==> config.mk <==
export PLATFORM = sky130hd
export DESIGN_NAME = ps2_host_tx
export DESIGN_NICKNAME = d
export VERILOG_FILES = /design/src/rtl/ps2_host_tx_pkg.sv /design/src/rtl/ps2_clk_sync.sv /design/src/rtl/ps2_host_tx.sv
export SDC_FILE = /design/constraint.sdc
export NUM_CORES = 1
export LEC_CHECK = 0
export BUFFER_PORTS_ARGS = -buffer_cell sky130_fd_sc_hd__buf_4
export CAP_MARGIN = 20
export CORE_ASPECT_RATIO = 0.6
export CORE_MARGIN = 2
export CORE_UTILIZATION = 60
export CTS_BUF_LIST = sky130_fd_sc_hd__clkbuf_8
export DETAILED_ROUTE_END_ITERATION = 7
export PLACE_DENSITY = 0.79
export SLEW_MARGIN = 20
export SYNTH_ARGS = -nofsm -noshare
export SYNTH_HDL_FRONTEND = slang
export SYNTH_SLANG_ARGS = --single-unit
==> constraint.sdc <==
create_clock -name clk -period 2.7 [get_ports clk]
set_input_delay 0.27 -clock clk [delete_from_list [all_inputs] [get_ports clk]]
set_output_delay 0.27 -clock clk [all_outputs]
set_load 0.1 [all_outputs]
==> src/rtl/ps2_host_tx_pkg.sv <==
// ============================================================================
// ps2_host_tx_pkg
// Shared definitions for the PS/2 host-to-device transmitter: FSM state
// encoding, frame constants, command bytes and the parity helper.
// Revision: 1.0
// ============================================================================
`default_nettype none

package ps2_host_tx_pkg;

  // Transmitter FSM states
  typedef enum logic [2:0] {
    ST_IDLE      = 3'd0,
    ST_INHIBIT   = 3'd1,
    ST_REQ       = 3'd2,
    ST_SEND      = 3'd3,
    ST_ACK       = 3'd4,
    ST_WAIT_IDLE = 3'd5
  } state_t;

  // A host frame spans 11 device clocks: 10 shifted bits plus the ACK clock
  localparam int FRAME_CLOCKS = 11;
  localparam int SHIFT_BITS   = FRAME_CLOCKS - 1;
  localparam int ACK_INDEX    = 11;

  // Common mouse commands
  localparam logic [7:0] PS2_CMD_RESET  = 8'hFF;
  localparam logic [7:0] PS2_CMD_ENABLE = 8'hF4;

  // Odd parity over a data byte
  function automatic logic odd_parity(input logic [7:0] d);
    return ~^d;
  endfunction

endpackage

`default_nettype wire

==> src/rtl/ps2_clk_sync.sv <==
// ============================================================================
// ps2_clk_sync
// Two-flop synchronizers for the PS/2 clock and data pads plus a registered
// falling-edge strobe on the clock. Shared with the PS/2 packet receiver.
// Revision: 1.0
// ============================================================================
`default_nettype none

module ps2_clk_sync (
  input  logic clk,
  input  logic rst,
  input  logic clk_in,
  input  logic data_in,
  output logic clk_sync,
  output logic data_sync,
  output logic fall
);

  logic clk_meta;
  logic clk_hist;
  logic data_meta;

  // Synchronizer chains; idle lines are high, so reset to 1 to avoid a false edge
  always_ff @(posedge clk or posedge rst) begin
    if (rst) begin
      clk_meta  <= 1'b1;
      clk_sync  <= 1'b1;
      clk_hist  <= 1'b1;
      data_meta <= 1'b1;
      data_sync <= 1'b1;
    end else begin
      clk_meta  <= clk_in;
      clk_sync  <= clk_meta;
      clk_hist  <= clk_sync;
      data_meta <= data_in;
      data_sync <= data_meta;
    end
  end

  // Registered falling-edge strobe: pad edge to strobe is three clk cycles
  always_ff @(posedge clk or posedge rst) begin
    if (rst) begin
      fall <= 1'b0;
    end else begin
      fall <= clk_hist & ~clk_sync;
    end
  end

endmodule

`default_nettype wire

==> src/rtl/ps2_host_tx.sv <==
// ============================================================================
// ps2_host_tx
// PS/2 host-to-device command transmitter: clock inhibit, request-to-send,
// bit shifting on device clock falls, odd parity, ACK check and timeout.
// Drives the open-drain pads through output-enable pins.
// Revision: 1.0
// ============================================================================
`default_nettype none

module ps2_host_tx
  import ps2_host_tx_pkg::*;
#(
  parameter int CLK_FREQ_HZ    = 50_000_000,
  parameter int INHIBIT_CYCLES = 5000,
  parameter int TIMEOUT_CYCLES = 750_000
) (
  input  logic       clk,
  input  logic       rst,
  input  logic       ps2_clk_in,
  input  logic       ps2_data_in,
  input  logic [7:0] tx_data,
  input  logic       tx_start,
  output logic       ps2_clk_oe,
  output logic       ps2_data_oe,
  output logic       tx_busy,
  output logic       tx_done,
  output logic       tx_err
);

  localparam int CNT_W = $clog2(TIMEOUT_CYCLES + 1);
  localparam logic [CNT_W-1:0] INH_LAST = CNT_W'(INHIBIT_CYCLES - 1);
  localparam logic [CNT_W-1:0] TO_LAST  = CNT_W'(TIMEOUT_CYCLES - 1);
  localparam logic [3:0]       SEND_LAST = 4'(SHIFT_BITS - 1);

  // The inhibit window must cover at least 100 us of the system clock
  if (longint'(INHIBIT_CYCLES) * 64'd10_000 < longint'(CLK_FREQ_HZ)) begin : g_inhibit_check
    $error("INHIBIT_CYCLES shorter than 100 us at CLK_FREQ_HZ");
  end

  logic clk_sync;
  logic data_sync;
  logic fall;

  ps2_clk_sync u_sync (
    .clk       (clk),
    .rst       (rst),
    .clk_in    (ps2_clk_in),
    .data_in   (ps2_data_in),
    .clk_sync  (clk_sync),
    .data_sync (data_sync),
    .fall      (fall)
  );

  state_t           state,   state_n;
  logic [CNT_W-1:0] cnt,     cnt_n;
  logic [3:0]       bit_idx, bit_idx_n;
  logic [9:0]       shreg,   shreg_n;
  logic             ack_err, ack_err_n;
  logic             clk_oe_n, data_oe_n, busy_n, done_n, err_n;
  logic             in_timed_state;

  // State, datapath and registered outputs
  always_ff @(posedge clk or posedge rst) begin
    if (rst) begin
      state       <= ST_IDLE;
      cnt         <= '0;
      bit_idx     <= '0;
      shreg       <= '0;
      ack_err     <= 1'b0;
      ps2_clk_oe  <= 1'b0;
      ps2_data_oe <= 1'b0;
      tx_busy     <= 1'b0;
      tx_done     <= 1'b0;
      tx_err      <= 1'b0;
    end else begin
      state       <= state_n;
      cnt         <= cnt_n;
      bit_idx     <= bit_idx_n;
      shreg       <= shreg_n;
      ack_err     <= ack_err_n;
      ps2_clk_oe  <= clk_oe_n;
      ps2_data_oe <= data_oe_n;
      tx_busy     <= busy_n;
      tx_done     <= done_n;
      tx_err      <= err_n;
    end
  end

  // Next-state logic; line enables are computed one cycle ahead and registered
  always_comb begin
    state_n        = state;
    cnt_n          = cnt;
    bit_idx_n      = bit_idx;
    shreg_n        = shreg;
    ack_err_n      = ack_err;
    clk_oe_n       = 1'b0;
    data_oe_n      = ps2_data_oe;
    done_n         = 1'b0;
    err_n          = tx_err;
    in_timed_state = 1'b0;

    case (state)
      ST_IDLE: begin
        data_oe_n = 1'b0;
        if (tx_start) begin
          shreg_n   = {1'b1, odd_parity(tx_data), tx_data};
          cnt_n     = '0;
          bit_idx_n = '0;
          ack_err_n = 1'b0;
          err_n     = 1'b0;
          clk_oe_n  = 1'b1;
          state_n   = ST_INHIBIT;
        end
      end

      ST_INHIBIT: begin
        clk_oe_n  = 1'b1;
        data_oe_n = 1'b0;
        if (cnt == INH_LAST) begin
          // Enter REQ: clock still low, data pulled low as the start bit
          cnt_n     = '0;
          data_oe_n = 1'b1;
          state_n   = ST_REQ;
        end else begin
          cnt_n = cnt + 1'b1;
        end
      end

      ST_REQ: begin
        in_timed_state = 1'b1;
        cnt_n          = cnt + 1'b1;
        data_oe_n      = 1'b1;
        state_n        = ST_SEND;
      end

      ST_SEND: begin
        in_timed_state = 1'b1;
        cnt_n          = cnt + 1'b1;
        if (fall) begin
          data_oe_n = ~shreg[0];
          shreg_n   = {1'b0, shreg[9:1]};
          bit_idx_n = bit_idx + 1'b1;
          if (bit_idx == SEND_LAST) begin
            state_n = ST_ACK;
          end
        end
      end

      ST_ACK: begin
        in_timed_state = 1'b1;
        cnt_n          = cnt + 1'b1;
        data_oe_n      = 1'b0;
        if (fall) begin
          ack_err_n = data_sync;
          bit_idx_n = 4'(ACK_INDEX);
          state_n   = ST_WAIT_IDLE;
        end
      end

      ST_WAIT_IDLE: begin
        in_timed_state = 1'b1;
        cnt_n          = cnt + 1'b1;
        data_oe_n      = 1'b0;
        if (clk_sync && data_sync) begin
          done_n  = 1'b1;
          err_n   = ack_err;
          state_n = ST_IDLE;
        end
      end

      default: begin
        data_oe_n = 1'b0;
        state_n   = ST_IDLE;
      end
    endcase

    // Timeout overrides everything once the device has been asked to clock
    if (in_timed_state && (cnt == TO_LAST)) begin
      clk_oe_n  = 1'b0;
      data_oe_n = 1'b0;
      done_n    = 1'b1;
      err_n     = 1'b1;
      state_n   = ST_IDLE;
    end

    busy_n = (state_n != ST_IDLE) || done_n;
  end

endmodule

`default_nettype wire

==> summary.md <==
Sequential cells were found to cover 45.6% of the synthesized design area. Nature of the critical path endpoint: a register. During I/O placement, the number of pins put on the boundary was 18.

TritonCTS built the clock tree. The post-cts sizing count is 0, and the setup TNS is 0 ps. In this run the tightest slew margin relative to its limit is 46.0%. The first-pass detailed-route iteration total came out at 4.

In this run the power density over the cells is 590 nW/um2. The die is 90.6 um wide. The worst path in the final design needs a cycle of 2090 ps, including I/O delays and setup. The peak ir drop on the vdd network was 0.426 mV.

In the global route stage, met3 resource usage came out at 5.56%. The floorplan step set the die height to 56.0 um. The xor and xnor area share after synthesis was 8.11%; the core area was 4210 um2. The detailed router placed 2,018 vias in this run. The tools report the clock insertion delay at the later pin of the skew report as 310 ps.

The final number of hold-violating endpoints is 0. Entering global routing, the biggest net connects 50 pins. The start point of the critical path was cnt[5]. The HPWL after detailed placement is 3.88 mm, and the count of buffers added by post-CTS timing repair for setup is 0. The signal on the critical path passes through or4b_1, nor3_2, a21boi_2, a221o_1, a211o_1. The floorplan step defined a die boundary enclosing 5070 um2.

Of the post-synthesis cell area, the part taken by muxes is 3.33%. The average instance in the mapped netlist occupies 10.2 um2. The library cells used most frequently in the layout, excluding fill and tap cells, are 44 x dfrtp_1, 30 x nor2_1, 27 x nand2_1. The met1 global-route usage is 37.2%. The required time of the worst setup path was 2900 ps.

The proportion of netlist area held by the largest area contributor came out at 40.8%. The final layout contains routed wiring with a total length of 5.30 mm. After synthesis, the largest family of logic cells by area is simple AND/OR/NAND/NOR gates.

The compound-cell area share of the yosys netlist came out at 11.0%. The antenna cell count was 0; the arrival time reported for the critical path endpoint was 2290 ps. Across the run, the number of max-cap violations was 0.

Yosys attributes the largest share of cell area to dfrtp_1 41%, dfstp_2 4.9%, xor2_1 4.2%, nor2_1 4.2%, xnor2_1 3.9%. The category of the critical setup timing path is reg2reg. The final worst-path cycle share was 77.3%.

The flow ran to the end, and the final reports show no timing, DRC or antenna violations. The clock sink total was 49. During synthesis, Yosys emitted a total of 0 warnings.

The design draws 1.75 mW. The via count of the first global-routing pass was 1,810; the clock transition time at the flip-flop clock pins of the worst setup and hold paths was 90 ps. The first global-routing pass estimated 9.07 mm of wire. The run gives 7.72 ps as the maximum clock skew at final layout. In the final routed layout, each cell accounts on average for 15.3 um. The number of buffers and inverters on the critical path is 0. Setup repair after global routing left no endpoint under its margin. The number of H-tree levels was 2; the number of placement rows was 18. Across all setup checks in the final design, the least slack found is 614 ps.

In this run the cell area of the synthesized design comes to 2700 um2. The tools report the number of max-slew violations in the final report as 0. In the global route stage, overall resource usage came out at 22.8%. The port buffer count was 17; the post-synthesis share of cell area spent on and, or, nand and nor gates was 23.8%. The startpoint identified for the worst hold timing path is ps2_clk_in.

In this run the worst path has a maximum fanout of 5. The initial antenna violation count was 0. Before CTS, the worst setup slack after placement is 633 ps.

For this run, the share of the core covered by cells in the final layout is 70.3%. The congestion estimate from routability-driven global placement came to 0.896. The run gives 1230 um2 as the sequential standard cell area.

The multi-input combinational cells in the finished layout cover a total of 1340 um2. Counting every instance in the synthesized netlist gives 265. Dividing the detail-routed via count by the number of cells gives 5.82. The worst setup path is launched from a register. For the pin with the worst max-slew slack, the measured transition is 810 ps.

The met2 demand-to-capacity share in global routing was 29.1%. Setup violations remaining at the end of the flow were counted as 0. Cells with a size suffix above 1 make up 18.8% of the layout. The startpoint identified for the worst register-to-register timing path is cnt[5].

The library cell used most frequently in the layout, excluding fill and tap cells, is dfrtp_1. The analysis attributes to cell leakage a power of 1.34 nW. The class of the tightest hold or removal check was in2reg.

The share of flip-flops with an asynchronous set or reset after synthesis was 100%. The first routing iteration left 167 violations. The run gives 285 as the synthesized netlist net count.

The layout has 323 filler cells. The detail route stage leaves a number of antenna-violating nets equal to 0. The largest single stage delay on the critical path is 550 ps.

Yosys mapped a number of flops with a built-in enable equal to 0. The initial cell density of the core is 64.1%, and the growth of design area from synthesis to finish is 9.54%. The tree is rooted in a clkbuf_8. The global routing stage identified its most utilized layer as met1.

Derived from the worst setup path, the maximum achievable clock frequency is 479 MHz. The primary flip-flop cell chosen by synthesis mapping was dfrtp_1. The number of buffers inserted during clock tree synthesis is 5, and the total grt overflow is 0. Final routed DRC violation total: 0.

The register-to-register path setup slack is 610 ps. The largest total area in the synthesized netlist belongs to dfrtp_1. The clock passes through at most 2 buffers. At the end of the flow, the number of nets in the layout was 306. The post-synthesis cell type count came out at 57. The family with the most delay on the worst path was simple AND/OR/NAND/NOR gates.

The slowest stage of the critical path is the or4b_1 cell. The synthesized flop and latch total is 49. After Yosys synthesis, full adders, half adders and majority gates account for 3.24% of the synthesized area. Buffers inserted to repair hold after CTS numbered 0.
flip-flops by register name, indices dropped and copies added, names as in the netlist:
signal / count
state: 3
u_sync.data_sync: 1
ack_err: 1
u_sync.data_meta: 1
tx_err: 1
cnt: 20
u_sync.clk_meta: 1
tx_busy: 1
u_sync.clk_sync: 1
u_sync.clk_hist: 1
tx_done: 1
bit_idx: 4
ps2_clk_oe: 1
u_sync.fall: 1
shreg: 10
ps2_data_oe: 1
where the power goes:
group / switching [mW] / internal, mW / total (mW)
Clock: 0.257 / 0.277 / 0.534
Sequential: 0.0928 / 0.822 / 0.915
Combinational: 0.180 / 0.117 / 0.296
Total: 0.529 / 1.22 / 1.75
synth_stat cells, types with 3 or more instances:
master and instances:
a21oi_1 4, and3_1 3, and3_2 3, and4_1 3
buf_6 3, dfrtp_1 44, dfstp_2 5, ha_1 7
inv_1 7, mux2i_1 9, nand2_1 27, nand3_1 11
nand4_1 9, nor2_1 30, nor2b_1 4, nor3_1 6
o21ai_0 19, xnor2_1 12, xor2_1 13
metal layers:
layer,vias to the layer above,part of all wire [%]
met5,-,0
met3,9,8.2
met1,958,51
met4,0,1.4
li1,976,-
met2,75,39
final cells by class:
| cell class | instances | area share [%] |
|---|---|---|
| timing repair buffer | 23 | 5.84 |
| clock inverter | 3 | 1.56 |
| sequential | 49 | 41.6 |
| multi-input combinational | 200 | 45.2 |
| tap | 60 | 2.54 |
| clock buffer | 5 | 2.33 |
| inverter | 7 | 0.930 |
worst paths after layout:
| path | endpoint | cells after the start |
|---|---|---|
| max | tx_busy | 5 |
| min in group asynchronous | cnt[6] | 2 |
| max reg2reg | tx_busy | 5 |
| min reg2reg | u_sync.clk_sync | 0 |
| min | u_sync.clk_meta | 1 |
| max in group asynchronous | cnt[1] | 2 |
cells by family (layout without fill, tap and decap cells):
family                   count (synthesis)  in the layout
AND/OR/NAND/NOR                        116            116
XOR/XNOR                                25             25
buffers and inverters                   16             38
adder cells (fa/ha/maj)                  7              7
AO/OA/AOI/OAI                           43             43
flip-flops                              49             49
multiplexers                             9              9
per-stage QoR:
step,area [um2],instances,hold slack (ps)
final,2960,347,58.8
after global routing,2960,347,48.3
after CTS,2960,347,49.7
after detailed placement,2840,339,356
after global placement,2840,339,346
after floorplan,2700,265,274
(Power assumes the default switching activity.)
